## src/rtl/mac_result_collector.sv

```systemverilog
`default_nettype none
// ============================================================================
// Module   : mac_result_collector
// Brief    : First-word fall-through result FIFO behind a MAC unit, with a
//            sticky overflow flag. Optional 16-bit saturation on store is
//            enabled by defining MAC_COLLECT_SAT16_EN.
// Revision : 1.0
// ============================================================================
module mac_result_collector #(
    parameter int DEPTH  = 4,
    parameter int DATA_W = 32
) (
    input  logic                   clk,
    input  logic                   reset,
    input  logic                   done,
    input  logic [DATA_W-1:0]      y,
    output logic                   out_valid,
    input  logic                   out_ready,
    output logic [DATA_W-1:0]      out_data,
    output logic [$clog2(DEPTH):0] count,
    output logic                   drop,
`ifdef MAC_COLLECT_SAT16_EN
    output logic                   sat,
`endif
    input  logic                   clr_drop
);

    localparam int AW = $clog2(DEPTH);
    localparam int CW = AW + 1;

    typedef enum logic [1:0] {
        ST_EMPTY   = 2'd0,
        ST_PARTIAL = 2'd1,
        ST_FULL    = 2'd2
    } state_t;

    state_t            state_q, state_d;
    logic [CW-1:0]     count_q, count_d;
    logic [AW-1:0]     wr_ptr_q, wr_ptr_d;
    logic [AW-1:0]     rd_ptr_q, rd_ptr_d;
    logic              drop_q, drop_d;
    logic [DATA_W-1:0] mem_q [DEPTH];

    logic              push;
    logic              pop;
    logic [DATA_W-1:0] wdata;

`ifdef MAC_COLLECT_SAT16_EN
    logic              sat_q, sat_d;
    logic              clamped;
    logic [DATA_W-16:0] y_hi;

    assign y_hi = y[DATA_W-1:15];
    // y fits in 16 bits exactly when every bit from 15 upward equals the sign
    assign clamped = !((&y_hi) || !(|y_hi));
    assign wdata   = !clamped   ? y :
                     y[DATA_W-1] ? {{(DATA_W-15){1'b1}}, 15'd0}
                                 : {{(DATA_W-15){1'b0}}, {15{1'b1}}};
    assign sat     = sat_q;
`else
    assign wdata   = y;
`endif

    assign out_valid = (state_q != ST_EMPTY);
    assign out_data  = out_valid ? mem_q[rd_ptr_q] : '0;
    assign count     = count_q;
    assign drop      = drop_q;

    assign pop  = out_valid && out_ready;
    assign push = done && ((state_q != ST_FULL) || pop);

    always_comb begin
        count_d  = count_q;
        wr_ptr_d = wr_ptr_q;
        rd_ptr_d = rd_ptr_q;
        drop_d   = drop_q;
        state_d  = state_q;

        if (push) begin
            wr_ptr_d = wr_ptr_q + AW'(1);
        end
        if (pop) begin
            rd_ptr_d = rd_ptr_q + AW'(1);
        end
        case ({push, pop})
            2'b10:   count_d = count_q + CW'(1);
            2'b01:   count_d = count_q - CW'(1);
            default: count_d = count_q;
        endcase

        // A fresh loss wins over a same-cycle clear
        if (clr_drop) begin
            drop_d = 1'b0;
        end
        if (done && !push) begin
            drop_d = 1'b1;
        end

        if (count_d == '0) begin
            state_d = ST_EMPTY;
        end else if (count_d == CW'(DEPTH)) begin
            state_d = ST_FULL;
        end else begin
            state_d = ST_PARTIAL;
        end
    end

`ifdef MAC_COLLECT_SAT16_EN
    always_comb begin
        sat_d = push && clamped;
    end
`endif

    always_ff @(posedge clk or negedge reset) begin
        if (!reset) begin
            state_q  <= ST_EMPTY;
            count_q  <= '0;
            wr_ptr_q <= '0;
            rd_ptr_q <= '0;
            drop_q   <= 1'b0;
`ifdef MAC_COLLECT_SAT16_EN
            sat_q    <= 1'b0;
`endif
        end else begin
            state_q  <= state_d;
            count_q  <= count_d;
            wr_ptr_q <= wr_ptr_d;
            rd_ptr_q <= rd_ptr_d;
            drop_q   <= drop_d;
`ifdef MAC_COLLECT_SAT16_EN
            sat_q    <= sat_d;
`endif
        end
    end

    // Storage is left uninitialised; out_data is masked while empty
    always_ff @(posedge clk) begin
        if (push) begin
            mem_q[wr_ptr_q] <= wdata;
        end
    end

endmodule
`default_nettype wire
```

## config.mk

```make
export PLATFORM = sky130hd
export DESIGN_NAME = mac_result_collector
export DESIGN_NICKNAME = d
export VERILOG_FILES = /design/src/rtl/mac_result_collector.sv
export SDC_FILE = /design/constraint.sdc
export NUM_CORES = 1
export LEC_CHECK = 0
export CAP_MARGIN = 0
export CORE_ASPECT_RATIO = 0.6
export CORE_MARGIN = 2
export CORE_UTILIZATION = 40
export DETAILED_ROUTE_END_ITERATION = 8
export GPL_TIMING_DRIVEN = 0
export PLACE_DENSITY = 0.72
export SLEW_MARGIN = 20
export SYNTH_ARGS = -nofsm -noshare
export SYNTH_HDL_FRONTEND = slang
export SYNTH_SLANG_ARGS = --single-unit
```

## constraint.sdc

```tcl
create_clock -name clk -period 2.3 [get_ports clk]
set_input_delay 0.575 -clock clk [delete_from_list [all_inputs] [get_ports clk]]
set_output_delay 0.575 -clock clk [all_outputs]
set_load 0.1 [all_outputs]
```

---- After elaboration in Yosys (flattened, before gate mapping) ----
Memories as Yosys holds them, arrays and structs flattened.
Cells that the tools add are included.
word-level totals
  memories kept ........................... 1
  memory bits (read-only) ................. 0
  output and inout port bits .............. 37
  bits in latches ......................... 0
  register bits after elaboration ......... 10
  bits in writable memories ............... 128
memories
  memory  depth  width  read ports  clocked after memory_dff  wr ports  line  source
  mem_q   4      32     1           0                         1         42    logic [DATA_W-1:0] mem_q [DEPTH];
operators by class
  mux-type cells .......................... 8
  divide/modulo/power cells ............... 0
  add/subtract/negate cells ............... 4
  reduce and logical (&&, ||, !) cells .... 8
  equal/unequal tests ..................... 4
  $mul .................................... 0
  $lt $le $gt $ge ......................... 0
  bitwise gates (word level) .............. 0
  shifts and indexed selects .............. 0
operators by type and width
  kind                   number
  $mux W32               1
  $pmux W3 S2            1
  $add A2 B1 Y2 const B  2
  $mux W1                4
  $mux W2                2
  $reduce_bool A2 Y1     2
  $add A3 B1 Y3 const B  1
  $eq A3 B3 Y1 const B   1
  $logic_and A1 B1 Y1    3
  $logic_not A3 Y1       1
  $sub A3 B1 Y3 const B  1
  $eq A2 B1 Y1 const B   1
  $eq A2 B2 Y1 const B   1
  $ne A2 B2 Y1 const B   1
  $logic_not A1 Y1       1
  $logic_or A1 B1 Y1     1

---- Logic depth before layout (Yosys ltp) ----
  depth in word-level cells ............... 9
  gate-level depth with buffers ........... 9
  mapped depth without buffers ............ 8

---- Worst setup path after synthesis ----
Ideal clock, no wire load.
  path type ............................... register -> output
  start point ............................. register state_q[0]
  end point ............................... output port out_data[22]
  required time ........................... 1.725 ns
  cell stages (with the launch flop) ...... 5
  slack ................................... -0.761 ns
  data arrival time ....................... 2.486 ns
  path buffers ............................ 2
  cell sequence ........................... dfrtp_1 -> or2_1 -> buf_6 -> clkbuf_1 -> and2_1
on the way
  longest elaborated chain between the ends .. 2
ends and longest elaborated chain
  item                    line  source
  start, declared         37    state_t state_q, state_d;
  start signal, assigned  125   state_q <= state_d;
  $reduce_bool A2 Y1      64    assign out_valid = (state_q != ST_EMPTY);
  via out_valid           17    output logic out_valid,
  $mux W32                65    assign out_data = out_valid ? mem_q[rd_ptr_q] : '0;
  end, declared           19    output logic [DATA_W-1:0] out_data,
The timed path passes the listed nets, and every way through them passes these cells.

---- Worst setup path in the final report ----
  start point ............................. register rd_ptr_q[0]
  end point ............................... output port out_data[10]
on the way
  longest elaborated chain between the ends .. 2
ends and longest elaborated chain
  item                    line  source
  start, declared         40    logic [AW-1:0] rd_ptr_q, rd_ptr_d;
  start signal, assigned  128   rd_ptr_q <= rd_ptr_d;
  $mem_v2 Z4 W32          --
  $mux W32                65
Every way passes these cells.

==> results.toml <==
[min_path]
hold_class = "input port to async pin"

[sta]
max_slew_margin_pct = 36.1
worst-slew-pin-transition_ps = 962
slew_violations = 0
min_period_ps = 2550
max_freq_mhz = 392
finalSetupTns_ps = -5780
period_share_pct = 111
rsz0062_at_grt = "true"
setup_viol = 32
hold_violations = 0
final.setup.worst_slack_ps = -248
fin_skew_ps = 7.02

[detailed_routing]
routed_wl_um = 10400
drc_errors = 0
ant_nets = 0
wl_per_cell_um = 19.2
viasPerCell = 5.03
num_vias = 2724
drt_iter0_drc = 129
firstDrtPassIters = 4

[synth]
synthCells = 263
synth.area.top_cells = "edfxtp_1 (71%), mux4_2 (13%), dfrtp_1 (4.6%), and2_1 (4.3%), buf_6 (1.0%)"
synth_common_cells = "edfxtp_1 (128), and2_1 (37), mux4_2 (32)"
synth_seq_cells = 138
yosysWarnings = 0
synth-seq-area-share_pct = 75.3
yosys.cell_types.count = 28
synth_most_common_cell = "edfxtp_1"
netlist.area_leader.share_pct = 70.7
synth_edf_count = 128
synth_nets = 305
syn_area_mm2 = 0.00544
ys_dominant_reg_cell = "edfxtp_1"
postSynth.asyncResetShare_pct = 7.25
synth_area_per_cell_um2 = 20.7
yosysTopAreaCell = "edfxtp_1"

[setup_path]
slowest_delay_ps = 530
critPathLaunchType = "flip-flop"
crit_required_ps = 1730
crit_top_cell = "buf_6"
cp_max_fo = 10
critPathCaptureType = "primary output"
crit_path_top_delay_cell = "mux4_2"
worstSetupPathType = "flip-flop to primary output"
timing.critical_path.cells = "buf_6 > buf_12 > mux4_2 > and2_1 > buf_6"
cp_data_arrival_time_ps = 1970

[global_routing]
first_global_vias = 2869
grt_first_pass_wirelength_um = 15800
grt_max_degree = 33
antenna_found_initial = 0
grt_use_total_pct = 15.3
grt_overflow = 0

[cts]
path_clk_slew_ps = 60
root_buffer = "clkbuf_16"
clock-sinks = 138
clk_latency_ps = 410
cts_buffers = 17
cts_hold_buf = 0
clk_path_buf_depth = 2
htree_levels = 4
cts_tree = "built"

[finish]
num-fill-cells = 1013
design_area_mm2 = 0.00727
drive_gt1_share_pct = 37.1
fin_nets = 401
multi_input_area_mm2 = 0.00127
area_growth_pct = 33.6
seq_area_mm2 = 0.00410
n_antenna_cell = 0

[die]
initial_core_util_pct = 41.7
die_area_mm2 = 0.0146
placementRows = 32
ios = 74
die_y_um = 94.3
core_area_mm2 = 0.0131
die_w_um = 155

[run_status]
status = "finished, violations left"
violations = "setup timing"

[placement]
placed_area_mm2 = 0.00639
io_buffers = 71
hpwl_um = 6240
place.gp.congestion = 0.689

[run]
max-cap-violations = 0
==> through the flow <==
| step | cells | hold WS, ps | utilization [%] | setup WS, ps |
|---|---|---|---|---|
| 2_1_floorplan | 263 | 279 | - | -35.2 |
| 3_3_place_gp | 504 | 495 | 49.0 | -756 |
| 3_5_place_dp | 504 | 512 | 49.0 | -763 |
| 4_1_cts | 540 | 474 | 55.5 | -262 |
| 5_1_grt | 542 | 501 | 55.7 | -337 |
| 6_report | 542 | 495 | 55.7 | -248 |
==> cell type report <==
type	instances	share of cell area, %
flip-flops and latches	138	56.4
multi-input cells	106	17.5
repair buffers	78	12.8
clock buffers	17	5.86
well taps	170	2.93
clock inverters	15	2.41
plain buffers	13	1.81
inverters	5	0.258
==> sequential cells by signal, indices dropped and copies added (netlist names) <==
signal / cells
count: 3
drop: 1
mem_q: 128
rd_ptr_q: 2
state_q: 2
wr_ptr_q: 2
==> what timing repair did <==
item	CTS	global route
endpoints found under the setup margin	37	162
pin swaps	4	0
resized for setup	278	8
buffers inserted	5	2
==> metal layers <==
layer / vias up / GRT usage [%] / share of wire, %
li1: 1227 / - / -
met1: 1394 / 19.5 / 44
met2: 92 / 23.8 / 47
met3: 11 / 6.04 / 7.2
met5: - / 0 / 0
met4: 0 / 6.25 / 1.2
==> final timing paths <==
path	startpoint	end	slack [ps]	depth (start not counted)
max	rd_ptr_q[0]	out_data[10]	-250	5
min	reset	count[1]	490	1
max reg2reg	state_q[0]	state_q[1]	150	9
min reg2reg	count[0]	count[0]	520	1
max in group asynchronous	reset	rd_ptr_q[1]	1450	1
min in group clk	done	drop	510	3
==> critical path: cells and delay by family (launching register included) <==
| kind | cells | cell delay (ps) |
|---|---|---|
| flops | 1 | 330 |
| buf+inv | 3 | 490 |
| mux | 1 | 530 |
| simple gates | 1 | 200 |
==> placed cells by master, fill, tap and decap left out, types with 4 or more instances in the layout <==
master / synthesis / routed
and2_1: 37 / 20
and2_4: 0 / 17
buf_12: 0 / 17
buf_4: 0 / 8
buf_6: 5 / 23
clkbuf_16: 0 / 17
clkdlybuf4s50_1: 0 / 34
dfrtp_1: 10 / 7
dlygate4sd2_1: 0 / 4
edfxtp_1: 128 / 128
ha_1: 4 / 4
inv_1: 5 / 5
mux4_2: 32 / 32
nand2_1: 5 / 5
xnor2_1: 4 / 4
==> cell families (layout without fill, tap and decap cells) <==
group	after synthesis	count (layout)	synth area share, %
AO/OA/AOI/OAI	6	6	0.805
XOR/XNOR	5	5	0.805
adder cells (fa/ha/maj)	5	5	1.29
buffers and inverters	19	128	2.12
flip-flops	138	138	75.3
multiplexers	33	33	13.4
AND/OR/NAND/NOR	57	57	6.28
Power is not shown: default switching activity piles up to over one toggle a cycle in this logic, so the estimate is an artifact.
